===== src/rtl/isa_pkg.sv =====
// isa_pkg -- instruction-set constants shared by the instruction encoder
// and the opcode decoder.
//   INSTR_W          : instruction word width (16)
//   OP_*             : 4-bit opcodes for rtype / sw / lw / beq
//   *_MSB / *_LSB    : bit positions of the opcode, rs, rt and rd/imm fields
//   word_parity()    : even-parity (XOR reduction) of an instruction word
package isa_pkg;

    localparam int INSTR_W = 16;

    localparam logic [3:0] OP_RTYPE = 4'b0000;
    localparam logic [3:0] OP_SW    = 4'b0001;
    localparam logic [3:0] OP_LW    = 4'b0010;
    localparam logic [3:0] OP_BEQ   = 4'b0011;

    localparam int OPC_MSB = 15;
    localparam int OPC_LSB = 12;
    localparam int RS_MSB  = 11;
    localparam int RS_LSB  = 8;
    localparam int RT_MSB  = 7;
    localparam int RT_LSB  = 4;
    localparam int RD_MSB  = 3;
    localparam int RD_LSB  = 0;

    function automatic logic word_parity(input logic [INSTR_W-1:0] word);
        return ^word;
    endfunction

endpackage


===== src/rtl/sync_fifo.sv =====
// sync_fifo -- single-clock FIFO with an explicit occupancy counter and a
// registered head-of-queue output.
//   clk, rst_n      : clock, asynchronous active-low reset
//   push, wr_data   : write request / data (ignored while full)
//   pop             : read request (ignored while empty)
//   full, empty     : occupancy flags derived from level
//   level           : current number of stored entries (0..DEPTH)
//   rd_data         : word at the head of the queue (registered)
// DEPTH must be a power of two (>= 2) so the pointers wrap naturally.
module sync_fifo #(
    parameter int WIDTH = 16,
    parameter int DEPTH = 4
) (
    input  logic                     clk,
    input  logic                     rst_n,
    input  logic                     push,
    input  logic [WIDTH-1:0]         wr_data,
    input  logic                     pop,
    output logic                     full,
    output logic                     empty,
    output logic [$clog2(DEPTH):0]   level,
    output logic [WIDTH-1:0]         rd_data
);
    localparam int PTR_W = $clog2(DEPTH);
    localparam int LVL_W = PTR_W + 1;

    logic [WIDTH-1:0] mem [DEPTH];
    logic [PTR_W-1:0] wr_ptr_reg, rd_ptr_reg, wr_ptr_next, rd_ptr_next;
    logic [LVL_W-1:0] level_reg, level_next;
    logic [WIDTH-1:0] rd_data_reg;
    logic             do_push, do_pop;

    assign full    = (level_reg == LVL_W'(DEPTH));
    assign empty   = (level_reg == '0);
    assign do_push = push && !full;
    assign do_pop  = pop && !empty;

    always_comb begin
        wr_ptr_next = wr_ptr_reg + PTR_W'(do_push);
        rd_ptr_next = rd_ptr_reg + PTR_W'(do_pop);
        level_next  = level_reg;
        if (do_push && !do_pop)
            level_next = level_reg + LVL_W'(1);
        else if (do_pop && !do_push)
            level_next = level_reg - LVL_W'(1);
    end

    // Storage array: no reset so it can map onto RAM resources.
    always_ff @(posedge clk) begin
        if (do_push)
            mem[wr_ptr_reg] <= wr_data;
    end

    always_ff @(posedge clk or negedge rst_n) begin
        if (!rst_n) begin
            wr_ptr_reg  <= '0;
            rd_ptr_reg  <= '0;
            level_reg   <= '0;
            rd_data_reg <= '0;
        end else begin
            wr_ptr_reg <= wr_ptr_next;
            rd_ptr_reg <= rd_ptr_next;
            level_reg  <= level_next;
            // Preload the next head word. When the slot being written this
            // cycle is the next head (push into an empty or about-to-empty
            // queue), forward the write data since mem is not yet updated.
            // When the queue goes empty the register keeps the last head.
            if (level_next != '0) begin
                if (do_push && (wr_ptr_reg == rd_ptr_next))
                    rd_data_reg <= wr_data;
                else
                    rd_data_reg <= mem[rd_ptr_next];
            end
        end
    end

    assign level   = level_reg;
    assign rd_data = rd_data_reg;

endmodule


===== src/rtl/instr_encoder.sv =====
// instr_encoder -- packs one-hot operation requests plus register fields into
// 16-bit instruction words and queues them for the downstream loader.
// Malformed requests (zero or several op flags) are consumed, dropped, and
// reported by an err pulse and a saturating err_cnt.
//   clk, rst_n             : clock, asynchronous active-low reset
//   in_valid / in_ready    : request handshake (in_ready = not full)
//   rtype, sw, lw, beq     : one-hot operation select
//   rs, rt, rd             : register fields (rd doubles as 4-bit immediate)
//   out_valid / out_ready  : output handshake on the FIFO head
//   out_instr              : encoded word at the FIFO head
//   err, err_cnt           : malformed-request pulse and saturating count
//   level                  : FIFO occupancy
//   out_par                : even parity of out_instr, only when the macro
//                            INSTR_ENCODER_PARITY_EN is defined
module instr_encoder
    import isa_pkg::*;
#(
    parameter int DEPTH = 4,
    parameter int CNT_W = 8
) (
    input  logic                   clk,
    input  logic                   rst_n,
    input  logic                   in_valid,
    output logic                   in_ready,
    input  logic                   rtype,
    input  logic                   sw,
    input  logic                   lw,
    input  logic                   beq,
    input  logic [3:0]             rs,
    input  logic [3:0]             rt,
    input  logic [3:0]             rd,
    output logic                   out_valid,
    input  logic                   out_ready,
    output logic [INSTR_W-1:0]     out_instr,
    output logic                   err,
    output logic [CNT_W-1:0]       err_cnt,
    output logic [$clog2(DEPTH):0] level
`ifdef INSTR_ENCODER_PARITY_EN
    ,
    output logic                   out_par
`endif
);
`ifdef INSTR_ENCODER_PARITY_EN
    localparam int STORE_W = INSTR_W + 1;
`else
    localparam int STORE_W = INSTR_W;
`endif

    logic [3:0]         flags;
    logic               legal;
    logic [3:0]         opcode;
    logic [INSTR_W-1:0] word;
    logic [STORE_W-1:0] store_word, head_word;
    logic               accept, push, bad;
    logic               full, empty;
    logic               err_reg;
    logic [CNT_W-1:0]   err_cnt_reg;

    assign flags = {rtype, sw, lw, beq};
    assign legal = $onehot(flags);

    always_comb begin
        opcode = OP_RTYPE;
        case (flags)
            4'b1000: opcode = OP_RTYPE;
            4'b0100: opcode = OP_SW;
            4'b0010: opcode = OP_LW;
            4'b0001: opcode = OP_BEQ;
            default: opcode = OP_RTYPE;
        endcase
    end

    always_comb begin
        word                   = '0;
        word[OPC_MSB:OPC_LSB]  = opcode;
        word[RS_MSB:RS_LSB]    = rs;
        word[RT_MSB:RT_LSB]    = rt;
        word[RD_MSB:RD_LSB]    = rd;
    end

`ifdef INSTR_ENCODER_PARITY_EN
    assign store_word = {word_parity(word), word};
    assign out_par    = head_word[INSTR_W];
`else
    assign store_word = word;
`endif

    assign in_ready = !full;
    assign accept   = in_valid && in_ready;
    assign push     = accept && legal;
    assign bad      = accept && !legal;

    sync_fifo #(
        .WIDTH (STORE_W),
        .DEPTH (DEPTH)
    ) u_fifo (
        .clk     (clk),
        .rst_n   (rst_n),
        .push    (push),
        .wr_data (store_word),
        .pop     (out_ready),
        .full    (full),
        .empty   (empty),
        .level   (level),
        .rd_data (head_word)
    );

    always_ff @(posedge clk or negedge rst_n) begin
        if (!rst_n) begin
            err_reg     <= 1'b0;
            err_cnt_reg <= '0;
        end else begin
            err_reg <= bad;
            if (bad && (err_cnt_reg != '1))
                err_cnt_reg <= err_cnt_reg + CNT_W'(1);
        end
    end

    assign out_valid = !empty;
    assign out_instr = head_word[INSTR_W-1:0];
    assign err       = err_reg;
    assign err_cnt   = err_cnt_reg;

endmodule


===== config.mk =====
export PLATFORM = sky130hd
export DESIGN_NAME = instr_encoder
export DESIGN_NICKNAME = d
export VERILOG_FILES = /design/src/rtl/isa_pkg.sv /design/src/rtl/sync_fifo.sv /design/src/rtl/instr_encoder.sv
export SDC_FILE = /design/constraint.sdc
export NUM_CORES = 1
export LEC_CHECK = 0
export ABC_AREA = 1
export ABC_CLOCK_PERIOD_IN_PS = 2600
export CAP_MARGIN = 20
export CELL_PAD_IN_SITES_DETAIL_PLACEMENT = 1
export CELL_PAD_IN_SITES_GLOBAL_PLACEMENT = 1
export CORE_UTILIZATION = 43
export DETAILED_ROUTE_END_ITERATION = 8
export GPL_TIMING_DRIVEN = 0
export MAX_ROUTING_LAYER = met4
export PLACE_DENSITY_LB_ADDON = 0.1
export SLEW_MARGIN = 20
export SYNTH_ARGS = -nofsm -noshare
export SYNTH_HDL_FRONTEND = slang
export SYNTH_SLANG_ARGS = --single-unit

===== constraint.sdc =====
create_clock -name clk -period 2.6 [get_ports clk]
set_input_delay 0.52 -clock clk [delete_from_list [all_inputs] [get_ports clk]]
set_output_delay 0.52 -clock clk [all_outputs]
set_load 0.05 [all_outputs]

==> impl_metrics.env, run 1 <==
export IMPL_ys_seq_area_frac=0.611
export IMPL_routed_wl_mm=10.5
export IMPL_grt_max_degree=31
export IMPL_dp_hpwl_mm=6.55
export IMPL_die_h_microns=98.2
export IMPL_cts_buffers=9
export IMPL_ioPinCount=50
export IMPL_drtAntennaViolNets=0
export IMPL_dpl_cell_area_sq_um=4660
export IMPL_worst_setup_path_end_kind="register"
export IMPL_combPwrFrac=0.580
export IMPL_place_gp_congestion=0.726
export IMPL_syn_cell_area_sq_um=3980
export IMPL_num_vias=2942
export IMPL_synth_most_common_cell="nand2_1"
export IMPL_clkTransAtPathRegs_ps=90
export IMPL_fin_worst_skew_ps=10.2
export IMPL_cp_data_required_time_ps=2860
export IMPL_dp_slack_ps=-1110
export IMPL_synth_edf_count=56
export IMPL_wl_per_cell_microns=18.5
export IMPL_synth_ff_type="edfxtp_1"
export IMPL_grt_remaining_overflow=0
export IMPL_nFillCells=943
export IMPL_finalSetupViolCount=0
export IMPL_synth_common_cells="nand2_1 (133), edfxtp_1 (56), nand3_1 (40)"
export IMPL_largest_reg_flops=56
export IMPL_instances_no_fill=568
export IMPL_diodes=0
export IMPL_crit_fanout=6
export IMPL_fmax_mhz=396
export IMPL_worstMarginPinSlew_ps=699
export IMPL_synth_cells=376
export IMPL_hold_viol_final=0
export IMPL_initial_core_util=0.450
export IMPL_fin_area_sq_um=5240
export IMPL_synth_cell_types=29
export IMPL_grt_pass1_vias=3186
export IMPL_p_leak_nw=2.28
export IMPL_antenna_found_initial=0
export IMPL_drtIter0Drc=98
export IMPL_yosysTopAreaCell="edfxtp_1"
export IMPL_multi_input_area_sq_um=1550
export IMPL_die_area_sq_um=9640
export IMPL_nNetsFinal=486
export IMPL_maxCapViolations=0
export IMPL_ys_top_cells_by_area="edfxtp_1 (42%), dfrtp_1 (19%), nand2_1 (13%), nand3_1 (5.0%), mux2i_1 (3.5%)"
export IMPL_core_area_sq_um=8850
export IMPL_power_share_clock=0.142
export IMPL_switching_share=0.478
export IMPL_max_slew_margin=0.534
export IMPL_cts_tree="built"
export IMPL_ir_drop_v=0.000825
export IMPL_cts_buffer_depth=2
export IMPL_drive_gt1_frac=0.237
export IMPL_seq_area_sq_um=2430
export IMPL_final_max_slew_viol_count=0
export IMPL_clkSinkCount=86
export IMPL_post_route_period_util=0.971
export IMPL_htreeDepth=3
export IMPL_cp_start_kind="input pin"
export IMPL_final_setup_worst_slack_ps=74.2
export IMPL_synthArstFlopShare=0.349
export IMPL_syn_to_final_growth_pct=31.6
export IMPL_critPathKind="input pin to register"
export IMPL_whs_ps=195
export IMPL_cp_arrival_ps=2780
export IMPL_io_buffers=47
export IMPL_yosysTopAreaCellShare=0.423
export IMPL_placed_cells=532
export IMPL_syn_avg_cell_area_sq_um=10.6
export IMPL_worstSkewPairLatency_ps=360
export IMPL_status="complete, no violations"
export IMPL_pwr_share_seq=0.278
export IMPL_dr_pass1_iters=6
export IMPL_cts_hold_buf=0
export IMPL_placementRows=34
export IMPL_ys_warn_count=0
export IMPL_grt_pass1_wl_mm=16.4
export IMPL_rsz0062_at_grt="true"
export IMPL_power_w=0.00712
export IMPL_power_density_nw_per_um2=1360
export IMPL_p_int_w=0.00372
export IMPL_via_per_inst=5.18
export IMPL_groute_usage_overall=0.234
export IMPL_power_switching_w=0.00340
export IMPL_cts_root_buf="clkbuf_8"
export IMPL_hp_class="input pin to async pin"
export IMPL_ys_ff_latch=86
export IMPL_die_x_microns=98.2
export IMPL_min_period_ps=2530
export IMPL_drc=0
## metrics by stage
step / utilization / TNS (ps)
final: 0.592 / 0
after global routing: 0.592 / -321
after CTS: 0.573 / 0
after detailed placement: 0.526 / -82910
after global placement: 0.527 / -77150
after floorplan: - / -4880
## layout make-up
| type | instances | area share |
|---|---|---|
| Inverter | 24 | 0.0191 |
| Multi-Input combinational cell | 252 | 0.296 |
| Sequential cell | 86 | 0.465 |
| Timing Repair Buffer | 67 | 0.128 |
| Clock inverter | 6 | 0.0127 |
| Tap cell | 108 | 0.0258 |
| Clock buffer | 10 | 0.0284 |
| Buffer | 15 | 0.0256 |
## per-layer routing
metal	track usage	share of wire	vias up
li1	-	-	1395
met1	0.275	0.43	1477
met2	0.402	0.52	59
met3	0.0515	0.042	11
met4	0.0666	0.010	0
met5	-	0	-
## repair_timing
item,4_1_cts,5_1_grt
pin swaps,11,14
buffers inserted,15,4
resized for setup,25,47
endpoints found under the setup margin,82,73
gates cloned,1,0
## power by group through the flow
stage	Combinational, W	Clock [W]	Sequential [W]
global placement	0.00348	0	0.00198
detailed placement	0.00357	0	0.00199
finish	0.00413	0.00101	0.00198
global route	0.00447	0.00108	0.00201
CTS	0.00381	0.00102	0.00197
floorplan	0.00187	0	0.00259
## kinds of logic (layout without fill, tap and decap cells)
| group | count (synthesis) | in the layout | share of synthesized area |
|---|---|---|---|
| multiplexers | 14 | 14 | 0.0352 |
| XOR/XNOR | 9 | 9 | 0.0236 |
| other | 1 | 2 | 0.000942 |
| AO/OA/AOI/OAI | 18 | 18 | 0.0236 |
| buffers and inverters | 39 | 122 | 0.0465 |
| AND/OR/NAND/NOR | 198 | 198 | 0.223 |
| flip-flops | 86 | 86 | 0.611 |
| adder cells (fa/ha/maj) | 11 | 11 | 0.0365 |
## path summary, 6_finish.rpt
| check | endpoint | start | cells after the start | slack (ps) |
|---|---|---|---|---|
| max reg2reg | u_fifo.rd_data[6] | u_fifo.level[0] | 14 | 100 |
| min reg2reg | err_cnt[4] | err_cnt[4] | 1 | 520 |
| min in group clk | err_cnt[4] | err_cnt[4] | 1 | 520 |
| max in group asynchronous | u_fifo.level[0] | rst_n | 1 | 1920 |
| max | u_fifo.rd_data[4] | rtype | 19 | 70 |
| min | err_cnt[3] | rst_n | 1 | 190 |
## layout by cell type, fill, tap and decap left out, types with 2 or more instances in the layout
master,count
buf_2,2
clkinv_2,2
nor3b_1,2
dfrtp_1,29
conb_1,2
inv_1,15
nor2_2,2
inv_2,7
clkdlybuf4s50_1,41
nand2_1,116
clkinv_4,2
buf_4,20
nand3_2,2
xor2_1,4
ha_1,7
nand3_1,38
buf_12,3
ha_4,3
xor2_2,2
nor2_1,4
mux2i_1,13
o21ai_0,16
xnor2_1,3
clkbuf_4,3
buf_6,8
nand2_4,7
nor3_4,4
clkbuf_8,9
edfxtp_1,56
dlymetal6s2s_1,2
buf_8,2
nand2_2,18
## worst max-delay path: stages
cell,delay [ps]
buf_6,70
inv_4,30
fa_1,540
inv_2,50
ha_4,150
ha_4,200
inv_2,50
nand2_2,60
nor2_4,210
nand2_8,100
nand2_4,90
nand2_2,50
nand2_2,70
nand2_4,70
nor2_8,140
nand2_4,90
buf_6,150
nand2_2,60
nand2_2,50
Power figures use the tool's default switching activity.
==> inputs of run 2 (changes only) <==
--- a/config.mk
+++ b/config.mk
@@ -6,15 +6,16 @@
 export NUM_CORES = 1
 export LEC_CHECK = 0
 export ABC_AREA = 1
-export ABC_CLOCK_PERIOD_IN_PS = 2600
+export ABC_CLOCK_PERIOD_IN_PS = 2000
 export CAP_MARGIN = 20
 export CELL_PAD_IN_SITES_DETAIL_PLACEMENT = 1
 export CELL_PAD_IN_SITES_GLOBAL_PLACEMENT = 1
-export CORE_UTILIZATION = 43
+export CORE_UTILIZATION = 39
 export DETAILED_ROUTE_END_ITERATION = 8
 export GPL_TIMING_DRIVEN = 0
 export MAX_ROUTING_LAYER = met4
 export PLACE_DENSITY_LB_ADDON = 0.1
+export REMOVE_ABC_BUFFERS = 1
 export SLEW_MARGIN = 20
 export SYNTH_ARGS = -nofsm -noshare
 export SYNTH_HDL_FRONTEND = slang
==> constraint.sdc (replaced) <==
create_clock -name clk -period 2 [get_ports clk]
set_input_delay 0.4 -clock clk [delete_from_list [all_inputs] [get_ports clk]]
set_output_delay 0.4 -clock clk [all_outputs]
set_load 0.05 [all_outputs]
==> run 2 against run 1 <==
Effect of this change:
- the run now ends with setup timing left
- die area up 10%
- total power up 50%
- sequential power up 31%
- clock-buffer cell count up 3
- combinational power up 61%
- final cell count up 7.9%
- largest cell class unchanged
==> impl_metrics.env, run 2 (synthesis gave the netlist of run 1 again) <==
export IMPL_die_x_microns=103
export IMPL_drtAntennaViolNets=0
export IMPL_initial_core_util=0.405
export IMPL_routed_wl_mm=12.5
export IMPL_finalSetupViolCount=76
export IMPL_dp_hpwl_mm=6.11
export IMPL_whs_ps=442
export IMPL_dr_pass1_iters=4
export IMPL_ioPinCount=50
export IMPL_cp_top_family="adder cells"
export IMPL_worstMarginPinSlew_ps=516
export IMPL_fin_tns_setup_ps=-31210
export IMPL_min_period_ps=2540
export IMPL_diodes=0
export IMPL_core_area_sq_um=9820
export IMPL_final_setup_worst_slack_ps=-535
export IMPL_antenna_found_initial=0
export IMPL_largest_reg_flops=56
export IMPL_grt_pass1_wl_mm=17.3
export IMPL_clkSinkCount=86
export IMPL_crit_fanout=10
export IMPL_num_vias=3149
export IMPL_maxCapViolations=0
export IMPL_violations="setup timing"
export IMPL_groute_usage_overall=0.241
export IMPL_fmax_mhz=394
export IMPL_status="complete, but fails checks"
export IMPL_cts_tree="built"
export IMPL_cts_buffer_depth=2
export IMPL_final_max_slew_viol_count=0
export IMPL_rsz0062_at_grt="true"
export IMPL_hold_viol_final=0
export IMPL_die_h_microns=103
export IMPL_clkTransAtPathRegs_ps=90
export IMPL_die_area_sq_um=10600
export IMPL_via_per_inst=5.14
export IMPL_cp_arrival_ps=2840
export IMPL_post_route_period_util=1.27
export IMPL_crit_top_cell="nand2_2"
export IMPL_fin_worst_skew_ps=7.67
export IMPL_worstSkewPairLatency_ps=360
export IMPL_grt_pass1_vias=3260
export IMPL_htreeDepth=3
export IMPL_worst_setup_path_end_kind="register"
export IMPL_final_core_util=0.584
export IMPL_crit_chain="buf_8 -> inv_4 -> fa_1 -> inv_2 -> ha_4 -> ha_4 -> inv_2 -> nand2_2 -> nor2_4 -> nand2_4 -> buf_4 -> nand3_4 -> nand2_2 -> nand2_2 -> nand2_4 -> inv_6 -> buf_6 -> nand3_1 -> nand2_2"
export IMPL_dp_slack_ps=-2120
export IMPL_hp_class="input pin to async pin"
export IMPL_grt_remaining_overflow=0
export IMPL_critPathKind="input pin to register"
export IMPL_cp_data_required_time_ps=2310
export IMPL_cts_buffers=9
export IMPL_ir_drop_v=0.000885
export IMPL_max_stage_delay_ps=540
export IMPL_cp_start_kind="input pin"
export IMPL_regToRegSetupSlack_ps=-420
export IMPL_p_leak_nw=2.51
export IMPL_nNetsFinal=506
export IMPL_drtIter0Drc=144
export IMPL_placementRows=36
export IMPL_drive_gt1_frac=0.296
export IMPL_max_slew_margin=0.655
export IMPL_final_cell_mix="nand2_1 (109), edfxtp_1 (56), nand3_1 (34)"
export IMPL_grt_max_degree=24
export IMPL_power_density_nw_per_um2=1860
export IMPL_cts_root_buf="clkbuf_8"
export IMPL_wl_per_cell_microns=20.4
export IMPL_final_common_cell="nand2_1"
export IMPL_io_buffers=47
export IMPL_path_buf_inv=7
export IMPL_cp_slowest_cell="fa_1"
export IMPL_place_gp_congestion=0.743
export IMPL_syn_to_final_growth_pct=44.1
export IMPL_drc=0
run 2: what timing repair did:
action	in CTS	in global routing
gates resized for setup	71	60
endpoints found under the hold margin	7	0
buffers inserted	26	16
pin swaps	14	24
hold buffers	1	0
setup endpoints to repair	95	88
gates cloned	3	2
run 2: layer usage:
metal	track usage	wire [microns]	up-vias
met2	0.425	6830	92
met5	-	0	-
met1	0.273	4710	1587
li1	-	-	1443
met3	0.0319	556	27
met4	0.106	408	0
run 2: path summary, 6_finish.rpt:
check	end	cells past startpoint	from
setup / recovery	u_fifo.rd_data[6]	19	beq
hold / removal	u_fifo.rd_data[4]	2	rst_n
setup reg to reg	u_fifo.rd_data[12]	14	u_fifo.level[0]
hold reg to reg	u_fifo.rd_data[5]	2	u_fifo.rd_data[5]
max in group asynchronous	u_fifo.level[0]	3	rst_n
min in group clk	u_fifo.rd_data[5]	2	u_fifo.rd_data[5]
run 2: power breakdown:
part / internal (W) / switching [W]
clock: 0.000806 / 0.000642
sequential: 0.00228 / 0.000314
combinational: 0.00257 / 0.00406
total: 0.00566 / 0.00501
run 2: final cells by class:
| cell class | instances | area, sq um |
|---|---|---|
| clock buffers | 13 | 203 |
| repair buffers | 99 | 1080 |
| inverters | 24 | 104 |
| flip-flops and latches | 86 | 2430 |
| well taps | 133 | 166 |
| multi-input cells | 255 | 1710 |
| clock inverters | 3 | 43.8 |
| fillers | 1060 | 4090 |
run 2: metrics by stage:
stage | area, sq um | power, W | std cells
after floorplan | 3890 | 0.00553 | 362
final | 5730 | 0.0107 | 613
after global routing | 5730 | 0.0112 | 613
after CTS | 5330 | 0.00960 | 595
after global placement | 4530 | 0.00683 | 542
after detailed placement | 4630 | 0.00701 | 549
